===== config.mk =====
export PLATFORM = sky130hd
export DESIGN_NAME = dir_tx
export DESIGN_NICKNAME = d
export VERILOG_FILES = /design/src/rtl/dir_tx.sv
export SDC_FILE = /design/constraint.sdc
export NUM_CORES = 1
export LEC_CHECK = 0
export ABC_CLOCK_PERIOD_IN_PS = 1750
export CAP_MARGIN = 40
export CORE_UTILIZATION = 52
export DETAILED_ROUTE_END_ITERATION = 6
export PLACE_DENSITY = 0.74
export SYNTH_ARGS = -nofsm -noshare
export SYNTH_HDL_FRONTEND = slang
export SYNTH_SLANG_ARGS = --single-unit

===== constraint.sdc =====
create_clock -name clk -period 1.75 [get_ports clk]
set_input_delay 0.2625 -clock clk [delete_from_list [all_inputs] [get_ports clk]]
set_output_delay 0.2625 -clock clk [all_outputs]
set_load 0.005 [all_outputs]

===== src/rtl/dir_tx.sv =====
// dir_tx: UART transmitter that sends the local snake direction once per game tick.
// Define DIR_TX_PARITY_EN for an even-parity bit (8E1); default build is 8N1.
package snake_pkg;
   typedef enum logic [2:0] {
      NONE  = 3'd0,
      UP    = 3'd1,
      DOWN  = 3'd2,
      RIGHT = 3'd3,
      LEFT  = 3'd4
   } direction_t;
endpackage

module dir_tx
   import snake_pkg::*;
#(
   parameter int CLK_FREQ = 100_000_000,
   parameter int BAUD     = 115_200
) (
   input  logic       clk,
   input  logic       rst_n,
   input  logic       clk_div,
   input  direction_t dir1,
   output logic       tx,
   output logic       busy,
   output logic       sent,
   output logic       overrun
);
   localparam int CPB = CLK_FREQ / BAUD;
   localparam int CW  = (CPB > 2) ? $clog2(CPB) : 1;

`ifdef DIR_TX_PARITY_EN
   typedef enum logic [2:0] {IDLE, START, DATA, PARITY, STOP} state_t;
`else
   typedef enum logic [1:0] {IDLE, START, DATA, STOP} state_t;
`endif

   state_t        state_q, state_d;
   logic [CW-1:0] baud_q, baud_d;
   logic [2:0]    bit_q, bit_d;
   logic [7:0]    data_q, data_d;
   logic [7:0]    pend_q, pend_d;
   logic          pend_vld_q, pend_vld_d;
   logic          ovr_q, ovr_d;
   logic          clk_div_prv_q;

   logic          tick;
   logic          baud_last;
   logic [7:0]    new_b;

   function automatic logic [7:0] enc(input direction_t d);
      case (d)
         UP:      enc = 8'hA1;
         DOWN:    enc = 8'hA2;
         RIGHT:   enc = 8'hA3;
         LEFT:    enc = 8'hA4;
         default: enc = 8'hA0;
      endcase
   endfunction

   assign tick      = clk_div & ~clk_div_prv_q;
   assign baud_last = (baud_q == CW'(CPB - 1));
   assign new_b     = enc(dir1);

   always_comb begin
      state_d    = state_q;
      baud_d     = baud_q;
      bit_d      = bit_q;
      data_d     = data_q;
      pend_d     = pend_q;
      pend_vld_d = pend_vld_q;
      ovr_d      = ovr_q;
      if (state_q != IDLE) begin
         baud_d = baud_last ? '0 : baud_q + CW'(1);
      end
      unique case (state_q)
         IDLE: begin
            if (tick) begin
               state_d = START;
               data_d  = new_b;
               baud_d  = '0;
            end
         end
         START: begin
            if (baud_last) begin
               state_d = DATA;
               bit_d   = '0;
            end
         end
         DATA: begin
            if (baud_last) begin
               bit_d = bit_q + 3'd1;
               if (bit_q == 3'd7) begin
`ifdef DIR_TX_PARITY_EN
                  state_d = PARITY;
`else
                  state_d = STOP;
`endif
               end
            end
         end
`ifdef DIR_TX_PARITY_EN
         PARITY: begin
            if (baud_last) state_d = STOP;
         end
`endif
         STOP: begin
            if (baud_last) begin
               // Pending byte goes first; a same-cycle tick refills pending.
               if (pend_vld_q) begin
                  state_d = START;
                  data_d  = pend_q;
                  if (tick) pend_d = new_b;
                  else pend_vld_d = 1'b0;
               end else if (tick) begin
                  state_d = START;
                  data_d  = new_b;
               end else begin
                  state_d = IDLE;
               end
            end
         end
         default: state_d = IDLE;
      endcase
      if (tick && (state_q != IDLE) && !((state_q == STOP) && baud_last)) begin
         if (pend_vld_q) ovr_d = 1'b1;
         pend_d     = new_b;
         pend_vld_d = 1'b1;
      end
   end

   always_ff @(posedge clk) begin
      if (!rst_n) begin
         state_q       <= IDLE;
         baud_q        <= '0;
         bit_q         <= '0;
         data_q        <= '0;
         pend_q        <= '0;
         pend_vld_q    <= 1'b0;
         ovr_q         <= 1'b0;
         clk_div_prv_q <= 1'b0;
      end else begin
         state_q       <= state_d;
         baud_q        <= baud_d;
         bit_q         <= bit_d;
         data_q        <= data_d;
         pend_q        <= pend_d;
         pend_vld_q    <= pend_vld_d;
         ovr_q         <= ovr_d;
         clk_div_prv_q <= clk_div;
      end
   end

   always_comb begin
      tx = 1'b1;
      unique case (state_q)
         START:   tx = 1'b0;
         DATA:    tx = data_q[bit_q];
`ifdef DIR_TX_PARITY_EN
         PARITY:  tx = ^data_q;
`endif
         default: tx = 1'b1;
      endcase
   end

   assign busy    = (state_q != IDLE);
   assign sent    = (state_q == STOP) && baud_last;
   assign overrun = ovr_q;
endmodule

==> results of run 1 <==
## cell families after synthesis
group | share of synthesized area, %
and+or+nand+nor | 22.9
AOI/OAI and AO/OA | 23.0
DFF | 38.2
buffers and inverters | 3.42
adders and majority gates | 6.36
muxes | 6.13
## layout make-up
type	instances	area, um^2
Multi-Input combinational cell	136	1000
Fill cell	206	751
Sequential cell	30	609
Timing Repair Buffer	40	315
Clock buffer	7	55.1
Tap cell	31	38.8
Inverter	7	26.3
Clock inverter	1	5.00
## critical path: cells and delay by family (launching register included)
| family | cells | cell delay [ns] |
|---|---|---|
| buffers and inverters | 1 | 0.11 |
| flip-flops | 1 | 0.37 |
| multiplexers | 3 | 0.72 |
## how the worst max path moves through the flow
| stage | endpoint | depth (start not counted) | startpoint | slack, ns |
|---|---|---|---|---|
| final | tx | 4 | bit_q[0]$_SDFFE_PN0P_ | -0.06 |
| after global routing | tx | 4 | bit_q[0]$_SDFFE_PN0P_ | -0.14 |
| after CTS | tx | 4 | bit_q[0]$_SDFFE_PN0P_ | -0.17 |
| after detailed placement | data_q[0]$_SDFFE_PN0P_ | 6 | clk_div | -0.17 |
| after global placement | tx | 4 | bit_q[0]$_SDFFE_PN0P_ | -0.05 |
| after floorplan | state_q[0]$_SDFFE_PN0P_ | 5 | baud_q[0]$_SDFF_PN0_ | 0.05 |
## metal layers
metal / GRT usage, % / vias to the layer above / share of wire [%]
met5: 0 / - / 0
met4: 12.5 / 0 / 1.3
met3: 6.80 / 6 / 4.6
met2: 44.0 / 40 / 51
met1: 33.6 / 743 / 43
li1: - / 765 / -
## sequential cells by signal (all words and copies together) (netlist names)
name,count
baud_q,10
bit_q,3
clk_div_prv_q,1
data_q,8
overrun,1
pend_q,4
pend_vld_q,1
state_q,2
## cell usage in the layout, fill, tap and decap left out, types with 6 or more instances in the layout
cell,synthesis,final
dfxtp_1,30,25
nor2_1,13,12
a31oi_1,6,6
nand2_1,12,12
buf_4,0,30
nand3_1,10,9
o21ai_0,12,11
clkdlybuf4s50_1,0,6
a21oi_1,15,15
## through the flow
step	hold slack, ns	setup TNS (ns)	setup slack [ns]
floorplan	0.384	0	0.0467
CTS	0.456	-0.167	-0.167
detailed placement	0.442	-1.04	-0.168
global route	0.484	-0.159	-0.142
finish	0.454	-0.0572	-0.0572
global placement	0.441	-0.136	-0.0479
## cells in the mapped netlist
cell type	instances
mux4_2	2
and4bb_2	1
nor2b_1	4
o22a_1	4
nand4bb_1	1
nand2_1	12
or3_1	2
o31ai_1	2
mux2_2	1
nor2_1	13
a31oi_1	6
a31oi_2	1
o21a_1	1
o22ai_1	2
or2_1	1
and4_1	2
and3_1	5
a22oi_1	1
mux2i_1	4
nand4_1	3
o221a_2	3
nand3_1	10
and2_1	1
buf_2	1
o21ai_0	12
dfxtp_1	30
o41a_1	2
nor3b_1	1
o31a_1	2
nand3b_1	3
clkbuf_1	6
a211oi_1	1
nor3_1	4
nand2b_1	2
inv_1	7
a311oi_1	1
a21oi_1	15
ha_1	8
o41ai_1	1
nor4_1	2
## power by group
| group | internal (mW) | switching [mW] |
|---|---|---|
| Combinational | 0.545 | 0.575 |
| Clock | 0.194 | 0.240 |
| Sequential | 0.771 | 0.0727 |
| Total | 1.51 | 0.888 |
## timing repair
item	4_1_cts	5_1_grt
setup buffers	3	1
setup endpoints to repair	6	11
resized for setup	19	16
cloned	0	0
hold buffers	0	0
pin swaps	3	2
==> summary.txt, run 1 <==
Worst Path Max Fanout: 3
clock sink total: 30
Post-Synthesis Cells: 180
synth unique cells: 40
die area: 3250 um^2
DRT Pass-1 Iters: 4
Max-Cap Viols: 0
Num CTS Buffers: 5
Yosys Warn Count: 0
clock-pin slew on the worst setup and hold paths: 0.10 ns
crit path DAT: 1.54 ns
initial core utilization: 56.1%
crit path capture type: output pin
mean routed wirelength per cell: 16.2 um
Syn Area/Cell: 8.74 um^2
post-synth top area share: 38.2%
DRT iter0 DRCs: 79
die height: 57.0 um
Worst Max-Slew Pin Slew: 0.339 ns
Reg-to-Reg Start: state_q[1]$_SDFFE_PN0P_
setup violators final: 1
Final Routed Wirelength: 4070 um
HP Start: data_q[5]$_SDFFE_PN0P_
Core Rows: 19
slowest stage cell, crit path: mux4_2
final net count: 234
area added between synthesis and finish: 30.6%
Max Root-Sink Buffers: 2
Hold Path Depth: 2
ranking of synthesized cells by area: dfxtp_1, ha_1, a21oi_1, o21ai_0, nand3_1
critical path class: reg -> out
vias in the first global route: 1493
Total Routing Usage GR: 27.0%
post-synthesis cell area: 1570 um^2
H-tree levels: 2
Pwr Total: 2.40 mW
post-synthesis sequential area ratio: 38.2%
global route overflow: 0
first-pass GRT wire length: 6650 um
worst setup margin: -0.0572 ns
failing checks: negative setup slack
vias per cell: 6.17
fin crit share: 103%
# DRC: 0
Antenna Nets Post-Route: 0
Hold EP: data_q[5]$_SDFFE_PN0P_
fmax: 553 MHz
clock latency on the worst-skew pair: 0.34 ns
core area: 2810 um^2
Worst VDD drop: 0.822 mV
fin cells: 252
largest net degree at the start of global routing: 21
hpwl dp: 2790 um
Final Hold Fails: 0
initial antenna violation count: 0
PortBufs: 9
Max Slew Vio Count: 0
DP Cell Count: 240
Reg2Reg Capture Point: state_q[0]$_SDFFE_PN0P_
routability congestion estimate: 0.824
Core Util, Final: 73.2%
ant diodes: 0
most used cell, CP: mux2i_1
worst hold path type: reg -> reg
Finished Cell Area: 2050 um^2
Placement Cell Area: 1880 um^2
total number of vias: 1554
PwrDens: 1170 nW/um^2
unrepaired setup endpoints after global routing: yes
Reg2Reg Depth: 7
layout cell share with drive strength beyond 1: 30.8%
leakage: 0.787 nW
# IOs: 10
Post-Syn Nets: 194
Final min period: 1.81 ns
Layout Skew: 0.0122 ns
startpoint types: register
Required @ worst endpoint: 1.49 ns
CTS tree: done
R2R Setup Slk: 0.06 ns
Critical Path, Cell by Cell: mux4_2, mux2i_1, mux2i_1, clkbuf_2
die width: 57.0 um
CP peak stage delay: 0.48 ns
clock root buffer: clkbuf_4
biggest area consumer among synthesized cells: dfxtp_1
synthesis-stage register bit count: 30
status: complete, but fails checks
slew margin rel.: 77.2%
Power figures use the tool's default switching activity.
==> inputs of run 2 (changes only) <==
--- a/config.mk
+++ b/config.mk
@@ -9,6 +9,7 @@
 export CAP_MARGIN = 40
 export CORE_UTILIZATION = 52
 export DETAILED_ROUTE_END_ITERATION = 6
+export GPL_ROUTABILITY_DRIVEN = 0
 export PLACE_DENSITY = 0.74
 export SYNTH_ARGS = -nofsm -noshare
 export SYNTH_HDL_FRONTEND = slang
==> results of run 2 <==
The final DEF is identical to that of run 1; final timing and power are the same.
==> inputs of run 3 (changes only) <==
--- a/config.mk
+++ b/config.mk
@@ -8,6 +8,7 @@
 export ABC_CLOCK_PERIOD_IN_PS = 1750
 export CAP_MARGIN = 40
 export CORE_UTILIZATION = 52
+export CTS_CLUSTER_DIAMETER = 200
 export DETAILED_ROUTE_END_ITERATION = 6
 export GPL_ROUTABILITY_DRIVEN = 0
 export PLACE_DENSITY = 0.74
==> results of run 3 <==
The final DEF is identical to that of run 1; final timing and power are the same.
